`src/rtl/program_loader.sv`:
```
// Framed byte-stream loader: packs big-endian bytes into 32-bit words, writes them to program memory
// and holds the CPU in reset until a complete image is accepted. Define LOADER_CHECKSUM_EN for a trailing XOR check byte.
module program_loader #(
    parameter int          MEMORY_DEPTH   = 256,
    parameter logic [31:0] BASE_ADDR      = 32'h0,
    parameter int          TIMEOUT_CYCLES = 100000
) (
    input  logic        clk,
    input  logic        reset,
    input  logic        rx_valid,
    input  logic [7:0]  rx_data,
    output logic        mem_we,
    output logic [31:0] mem_addr,
    output logic [31:0] mem_wdata,
    output logic        cpu_hold,
    output logic        load_done,
    output logic        load_error,
    output logic [15:0] words_loaded
);

    localparam int              TW         = $clog2(TIMEOUT_CYCLES + 1);
    localparam logic [TW-1:0]   TIMER_LAST = TW'(TIMEOUT_CYCLES - 1);
    localparam logic [TW-1:0]   TIMER_ONE  = TW'(1);
    localparam logic [16:0]     DEPTH_LIM  = 17'(MEMORY_DEPTH);

    typedef enum logic [2:0] {
        S_CNT_HI = 3'd0,
        S_CNT_LO = 3'd1,
        S_DATA   = 3'd2,
`ifdef LOADER_CHECKSUM_EN
        S_CHECK  = 3'd3,
`endif
        S_DONE   = 3'd4,
        S_ERROR  = 3'd5
    } state_t;

`ifdef LOADER_CHECKSUM_EN
    function automatic logic [7:0] chk_fold(input logic [7:0] acc, input logic [7:0] b);
        return acc ^ b;
    endfunction

    logic [7:0]    chk_r;
`endif

    state_t        state_r;
    logic [7:0]    cnt_hi_r;
    logic [15:0]   count_r;
    logic [23:0]   word_r;
    logic [1:0]    byte_idx_r;
    logic [TW-1:0] timer_r;
    logic          mem_we_r;
    logic [31:0]   mem_addr_r;
    logic [31:0]   mem_wdata_r;
    logic          cpu_hold_r;
    logic          load_done_r;
    logic          load_error_r;
    logic [15:0]   words_loaded_r;

    logic [15:0]   count_s;
    logic [31:0]   word_s;
    logic [15:0]   words_next_s;
    logic          timed_s;
    logic          expire_s;

    assign count_s      = {cnt_hi_r, rx_data};
    assign word_s       = {word_r, rx_data};
    assign words_next_s = words_loaded_r + 16'd1;
`ifdef LOADER_CHECKSUM_EN
    assign timed_s      = (state_r == S_CNT_LO) || (state_r == S_DATA) || (state_r == S_CHECK);
`else
    assign timed_s      = (state_r == S_CNT_LO) || (state_r == S_DATA);
`endif
    // An arriving byte always beats an expiring timer.
    assign expire_s     = timed_s && !rx_valid && (timer_r == TIMER_LAST);

    // Frame parser, word packer, inter-byte timer and all registered outputs.
    always_ff @(posedge clk) begin
        if (reset) begin
            state_r        <= S_CNT_HI;
            cnt_hi_r       <= 8'd0;
            count_r        <= 16'd0;
            word_r         <= 24'd0;
            byte_idx_r     <= 2'd0;
            timer_r        <= '0;
`ifdef LOADER_CHECKSUM_EN
            chk_r          <= 8'd0;
`endif
            mem_we_r       <= 1'b0;
            mem_addr_r     <= BASE_ADDR;
            mem_wdata_r    <= 32'd0;
            cpu_hold_r     <= 1'b1;
            load_done_r    <= 1'b0;
            load_error_r   <= 1'b0;
            words_loaded_r <= 16'd0;
        end else begin
            mem_we_r <= 1'b0;
            // Address steps past a word only once its write pulse has been presented.
            if (mem_we_r) begin
                mem_addr_r <= mem_addr_r + 32'd4;
            end
            if (timed_s && !rx_valid) begin
                timer_r <= timer_r + TIMER_ONE;
            end else begin
                timer_r <= '0;
            end

            if (expire_s) begin
                state_r      <= S_ERROR;
                load_error_r <= 1'b1;
                cpu_hold_r   <= 1'b1;
            end else begin
                case (state_r)
                    S_CNT_HI: begin
                        if (rx_valid) begin
                            cnt_hi_r <= rx_data;
`ifdef LOADER_CHECKSUM_EN
                            chk_r    <= rx_data;
`endif
                            state_r  <= S_CNT_LO;
                        end
                    end
                    S_CNT_LO: begin
                        if (rx_valid) begin
                            count_r <= count_s;
`ifdef LOADER_CHECKSUM_EN
                            chk_r   <= chk_fold(chk_r, rx_data);
`endif
                            if ({1'b0, count_s} > DEPTH_LIM) begin
                                state_r      <= S_ERROR;
                                load_error_r <= 1'b1;
                                cpu_hold_r   <= 1'b1;
                            end else if (count_s == 16'd0) begin
`ifdef LOADER_CHECKSUM_EN
                                state_r     <= S_CHECK;
`else
                                state_r     <= S_DONE;
                                load_done_r <= 1'b1;
                                cpu_hold_r  <= 1'b0;
`endif
                            end else begin
                                state_r <= S_DATA;
                            end
                        end
                    end
                    S_DATA: begin
                        if (rx_valid) begin
                            word_r     <= word_s[23:0];
                            byte_idx_r <= byte_idx_r + 2'd1;
`ifdef LOADER_CHECKSUM_EN
                            chk_r      <= chk_fold(chk_r, rx_data);
`endif
                            if (byte_idx_r == 2'd3) begin
                                mem_we_r       <= 1'b1;
                                mem_wdata_r    <= word_s;
                                words_loaded_r <= words_next_s;
                                if (words_next_s == count_r) begin
`ifdef LOADER_CHECKSUM_EN
                                    state_r     <= S_CHECK;
`else
                                    state_r     <= S_DONE;
                                    load_done_r <= 1'b1;
                                    cpu_hold_r  <= 1'b0;
`endif
                                end
                            end
                        end
                    end
`ifdef LOADER_CHECKSUM_EN
                    S_CHECK: begin
                        if (rx_valid) begin
                            if (rx_data == chk_r) begin
                                state_r     <= S_DONE;
                                load_done_r <= 1'b1;
                                cpu_hold_r  <= 1'b0;
                            end else begin
                                state_r      <= S_ERROR;
                                load_error_r <= 1'b1;
                                cpu_hold_r   <= 1'b1;
                            end
                        end
                    end
`endif
                    S_DONE: begin
                        state_r <= S_DONE;
                    end
                    S_ERROR: begin
                        state_r <= S_ERROR;
                    end
                    default: begin
                        state_r      <= S_ERROR;
                        load_error_r <= 1'b1;
                        cpu_hold_r   <= 1'b1;
                    end
                endcase
            end
        end
    end

    assign mem_we       = mem_we_r;
    assign mem_addr     = mem_addr_r;
    assign mem_wdata    = mem_wdata_r;
    assign cpu_hold     = cpu_hold_r;
    assign load_done    = load_done_r;
    assign load_error   = load_error_r;
    assign words_loaded = words_loaded_r;

endmodule

```
`config.mk`:
```
export PLATFORM = sky130hd
export DESIGN_NAME = program_loader
export DESIGN_NICKNAME = d
export VERILOG_FILES = /design/src/rtl/program_loader.sv
export SDC_FILE = /design/constraint.sdc
export NUM_CORES = 1
export LEC_CHECK = 0
export CAP_MARGIN = 20
export CORE_ASPECT_RATIO = 0.8
export CORE_MARGIN = 1.5
export CORE_UTILIZATION = 58
export CTS_BUF_LIST = sky130_fd_sc_hd__clkbuf_8 sky130_fd_sc_hd__clkbuf_16
export DETAILED_ROUTE_END_ITERATION = 12
export PLACE_DENSITY = 0.94
export SLEW_MARGIN = 40
export SYNTH_ARGS = -nofsm -noshare
export SYNTH_HDL_FRONTEND = slang
export SYNTH_SLANG_ARGS = --single-unit
```
`constraint.sdc`:
```
create_clock -name clk -period 6.39 [get_ports clk]
set_clock_uncertainty 0.15 [all_clocks]
set_input_delay 0.639 -clock clk [delete_from_list [all_inputs] [get_ports clk]]
set_output_delay 0.639 -clock clk [all_outputs]
set_load 0.05 [all_outputs]
```
---- Word-level counts from Yosys, hierarchy flattened ----
Index checks and enable logic that the tools add are counted.
Widths: inputs -> output; s select.
operators by class
  add/sub/neg operators ................... 4
  $mul .................................... 0
  div/mod/pow operators ................... 0
  order comparisons ....................... 1
  eq/ne operators ......................... 22
  shift operators ......................... 0
  mux-type cells .......................... 28
  bitwise logic cells ..................... 5
  reductions and logical operators ........ 21
operators by type and width
  kind                   count
  $add 32x3->32 const B  1
  $mux 3                 8
  $add 17x1->17 const B  1
  $eq 17x17->1 const B   1
  $add 16x1->16 const B  1
  $eq 16x16->1           1
  $gt 16x9->1 const B    1
  $logic_not 16->1       1
  $mux 1                 16
  $pmux 3 s4             1
  $reduce_and 3->1       4
  $reduce_and 5->1       2
  $ne 3x2->1 const B     3
  $ne 3x3->1 const B     3
  $ne 2x1->1 const B     4
  $ne 2x2->1 const B     4
  $reduce_and 8->1       1
  $reduce_or 4->1        2
  $eq 3x3->1 const B     2
  $reduce_and 6->1       1
  $not 1->1              5
  $pmux 1 s2             2
  $reduce_and 4->1       1
  $reduce_or 2->1        2
  12 further kinds       13
storage, ports and cells
  register bits ........................... 154
  bits in latches ......................... 0
  bits in writable memories ............... 0
  memory bits (read-only) ................. 0
  bits of input ports ..................... 11
  output and inout port bits .............. 84
  word-level logic and storage cells ...... 95
  memories ................................ 0

---- Logic depth before layout (Yosys ltp) ----
  depth in word-level cells ............... 7
  depth in mapped cells ................... 9
  gate-level depth less buffers ........... 8

---- Least setup slack after synthesis ----
Ideal clock, no wire load.
  path type ............................... reg-to-reg
  from .................................... reg words_loaded_r[0], in the netlist words_loaded[0]
  to ...................................... reg state_r[1]
  library setup time ...................... 0.120 ns
  arrival ................................. 2.468 ns
  setup slack ............................. 3.652 ns
  cell stages (with the launch flop) ...... 9
  buffers on the path ..................... 1
  clock period less this slack ............ 2.738 ns
  cells stage by stage .................... dfxtp_1 buf_2 nand2_1 or2_1 or4_1 a21oi_1 o22ai_1 or2_1 o31a_1
on the way
  word-level cells in the longest chain between the ends .. 4
RTL lines
  item                        RTL line  RTL
  start, declared             57        logic [15:0] words_loaded_r;
  start signal, assigned      155       words_loaded_r <= words_next_s;
  $add 16x1->16               67        assign words_next_s = words_loaded_r + 16'd1;
  $eq 16x16->1                156       if (words_next_s == count_r) begin
  $ne 2x1->1 (no line)        --
  $reduce_and 5->1 (no line)  --
  end signal, assigned        79        state_r <= S_CNT_HI;
  end signal, assigned        160       state_r <= S_DONE;
  end signal, assigned        184       state_r <= S_DONE;
  end, declared               45        state_t state_r;
No other way between the ends.
A chain may end at the register's enable or synchronous reset.

---- Worst setup path after layout ----
Same ends and word-level chain as after synthesis.

==> key figures <==
Worst setup path
  – Critical-path top delay cell: dfxtp_1
  – CP peak stage delay: 0.53 ns
  – Crit Path Max Fanout: 7
  – Worst r2r src: words_loaded[0]$_SDFFE_PP0P_
  – Worst path required time: 6.56 ns
  – Startpoint types: register
  – Most common cell on crit path: nand4_1
  – Critical Path AT: 3.05 ns
  – Setup CP Type: register to register
  – FF-to-FF End: state_r[1]$_SDFFE_PP0P_
  – Worst reg-to-reg setup slack: 3.52 ns
  – R2R depth: 8
  – Critical Path End Type: register
  – Crit path cell chain: ha_1 -> nand4_1 -> nor2_1 -> a22oi_1 -> nor4_1 -> nand4_1 -> or2_1 -> o31a_1

Route
  – Wirelength per Cell: 15.16 µm
  – DRT Wirelength: 15730 µm
  – Drt first pass iters: 5
  – Post-route ant nets: 0
  – Via Count: 5907
  – Drt initial violations: 638
  – Vias/cell: 5.691
  – Drt drc: 0

Floorplanning
  – I/O Pins: 95
  – CORE AREA: 10890 µm²
  – Floorplan row count: 34
  – Initial core utilization: 59.55%
  – DIE WIDTH: 121.2 µm
  – DIE HEIGHT: 97.58 µm
  – Die ar.: 11830 µm²

GRT
  – Vias in the first global route: 5243
  – Initial antenna violation count: 0
  – Gr usage total: 27.40%
  – Largest net degree at the start of global routing: 74
  – First-pass GRT wire length: 25610 µm
  – Total gr overflow: 0

Worst hold path
  – Tightest Hold Check Type: register to register
  – Hold Crit Start: mem_wdata[21]$_SDFFE_PP0P_
  – Hold depth: 2
  – Worst Hold Endpoint: mem_wdata[21]$_SDFFE_PP0P_

Power
  – Design Power: 2.079 mW
  – Peak supply drop: 0.1927 mV
  – P_leak: 2.653 nW
  – Pwr dens: 259.6 nW/µm²

STA
  – Final Max Tran Viols: 0
  – Worst Tran Pin Value: 0.7589 ns
  – Slew HR: 49.41%
  – Min cycle time layout: 2.872 ns
  – F_max: 348.1 MHz
  – Final Cycle Share: 44.95%
  – Final Setup Violations: 0
  – Sum of negative setup slack: 0 ns
  – Final hold slack: 0.3021 ns
  – Fin. Hold Viols: 0
  – RSZ-0062 raised after global routing: false

Placement
  – RD Place Congestion: 0.9995
  – Port-buffer cells: 92
  – # placed instances: 1006
  – Post-DP HPWL: 10210 µm

Synthesis
  – Avg Inst Size Synth: 8.016 µm²
  – Gate Count Post-Synth: 809
  – Synth top area cells: dfxtp_1 47%, nand2_1 12%, a21oi_1 7.3%
  – Post-synthesis sequential area ratio: 46.92%
  – Synth Flop Type: dfxtp_1
  – Post-synth top area cell: dfxtp_1
  – EDFF count, synth: 0
  – Share of the synthesized area in the top cell type: 46.92%
  – Distinct cells, synth: 55
  – Syn Std Cell Area: 6485 µm²
  – Async S/R FF share, synth: 0%
  – Yosys warns: 0
  – #FFs+latches synth: 152

Finish
  – Non-Filler Instances: 1038
  – Area Growth Syn to Fin: 23.54%
  – Final #Nets: 896
  – Layout cell share with drive strength beyond 1: 5.928%
  – Final Util: 73.56%
  – Number of diodes: 0

Clocking
  – Post-CTS sizing: 0
  – Clk_lat worst skew: 0.43 ns
  – Root Driver: clkbuf_16
  – Post-CTS Hold Fix Bufs: 0
  – CTS tree: done
  – Reg clk slew, reported paths: 0.06 ns
  – Post-CTS setup buffers: 0
  – Max clock buf depth: 2
  – H-tree depth: 4
  – Sink Count: 152
  – CTS Buf Count: 17

Outcome
  – Status: complete, no violations

Flow run
  – Max Cap Violations: 0
-- sequential cells by signal, indices dropped and copies added (netlist names) --
name / flops
load_done: 1
timer_r: 17
mem_addr: 30
cpu_hold: 1
cnt_hi_r: 8
state_r: 3
words_loaded: 16
load_error: 1
mem_we: 1
word_r: 24
mem_wdata: 32
count_r: 16
byte_idx_r: 2
-- cells in the final DEF, fill, tap and decap left out, types with 12 or more instances in the layout --
cell type and instances:
o21ai_0 16, xnor2_1 31, a21oi_1 95, or3_1 12, clkbuf_16 17, nand4_1 26, dfxtp_1 152, nand2_1 198
clkdlybuf4s50_1 91, nor2_1 77, nand3_1 21, xor2_1 41
-- synthesized netlist by cell type (2+ instances only) --
| cell type | count |
|---|---|
| nor4_1 | 9 |
| and2_1 | 3 |
| o21a_1 | 3 |
| xor2_1 | 41 |
| o22ai_1 | 3 |
| a311oi_1 | 2 |
| buf_4 | 2 |
| a21oi_1 | 95 |
| nand3_1 | 21 |
| dfxtp_1 | 152 |
| nor4_2 | 2 |
| ha_1 | 4 |
| xnor2_1 | 31 |
| and4_1 | 2 |
| inv_1 | 10 |
| or2_1 | 2 |
| a21boi_0 | 2 |
| nand2_1 | 199 |
| a31o_1 | 2 |
| clkbuf_1 | 37 |
| or2_2 | 3 |
| o31a_1 | 2 |
| or4_1 | 2 |
| mux2i_1 | 2 |
| or3_1 | 12 |
| buf_2 | 4 |
| o21ai_0 | 16 |
| nor3_1 | 10 |
| and3_1 | 6 |
| nor2_1 | 77 |
| nand4_1 | 26 |
| nor2b_1 | 3 |
| nor4b_1 | 2 |
-- area by class of cell --
class	count	area [µm²]
sequential	152	3043
tap	144	180.2
fill	825	2879
clock buffer	17	425.4
multi-input combinational	604	3241
inverter	10	37.54
timing repair buffer	96	948.4
clock inverter	15	136.4
-- critical path, delay by kind of cell (launching register included) --
family,cells,cell delay (ns)
and+or+nand+nor,5,1.39
DFF,1,0.53
AOI/OAI and AO/OA,2,0.38
adders and majority gates,1,0.31
-- worst max path at each step --
stage / startpoint / end / slack [ns] / cells after the start
final: words_loaded[0]$_SDFFE_PP0P_ / state_r[1]$_SDFFE_PP0P_ / 3.52 / 8
after global routing: words_loaded[0]$_SDFFE_PP0P_ / state_r[2]$_SDFFE_PP0P_ / 3.30 / 8
after CTS: words_loaded[0]$_SDFFE_PP0P_ / state_r[1]$_SDFFE_PP0P_ / 3.54 / 8
after detailed placement: rx_data[5] / cpu_hold$_SDFFE_PP1P_ / 3.33 / 8
after global placement: rx_valid / mem_wdata[30]$_SDFFE_PP0P_ / 3.41 / 6
after floorplan: words_loaded[0]$_SDFFE_PP0P_ / state_r[1]$_SDFFE_PP0P_ / 3.65 / 8
-- per-stage QoR --
step	setup WS, ns	area [µm²]
final	3.518	8011
after global routing	3.302	8011
after CTS	3.539	8009
after detailed placement	3.331	7447
after global placement	3.407	7440
after floorplan	3.652	6489
-- kinds of logic after synthesis --
logic type                 after synthesis  share of synthesized area (%)
and+or+nand+nor                        390                          27.51
AOI/OAI and AO/OA                      133                          11.21
muxes                                    3                         0.4823
other                                    1                        0.05783
DFF                                    152                          46.92
buffers and inverters                   54                          3.318
xor gates and xnor gates                72                          9.724
adders and majority gates                4                         0.7718
-- report_power, final --
| part | switching (mW) | leakage [nW] | internal, mW |
|---|---|---|---|
| logic | 0.0887 | 1.14 | 0.0449 |
| registers | 0.0201 | 1.23 | 0.965 |
| clock network | 0.394 | 0.283 | 0.567 |
| total | 0.503 | 2.65 | 1.58 |
-- per-layer routing --
layer  global-route usage [%]  part of all wire, %
met4                    11.22                  2.2
met5                        0                    0
met2                    41.91                   46
met3                    5.340                  7.8
met1                    37.97                   44
Power figures use the tool's default switching activity.
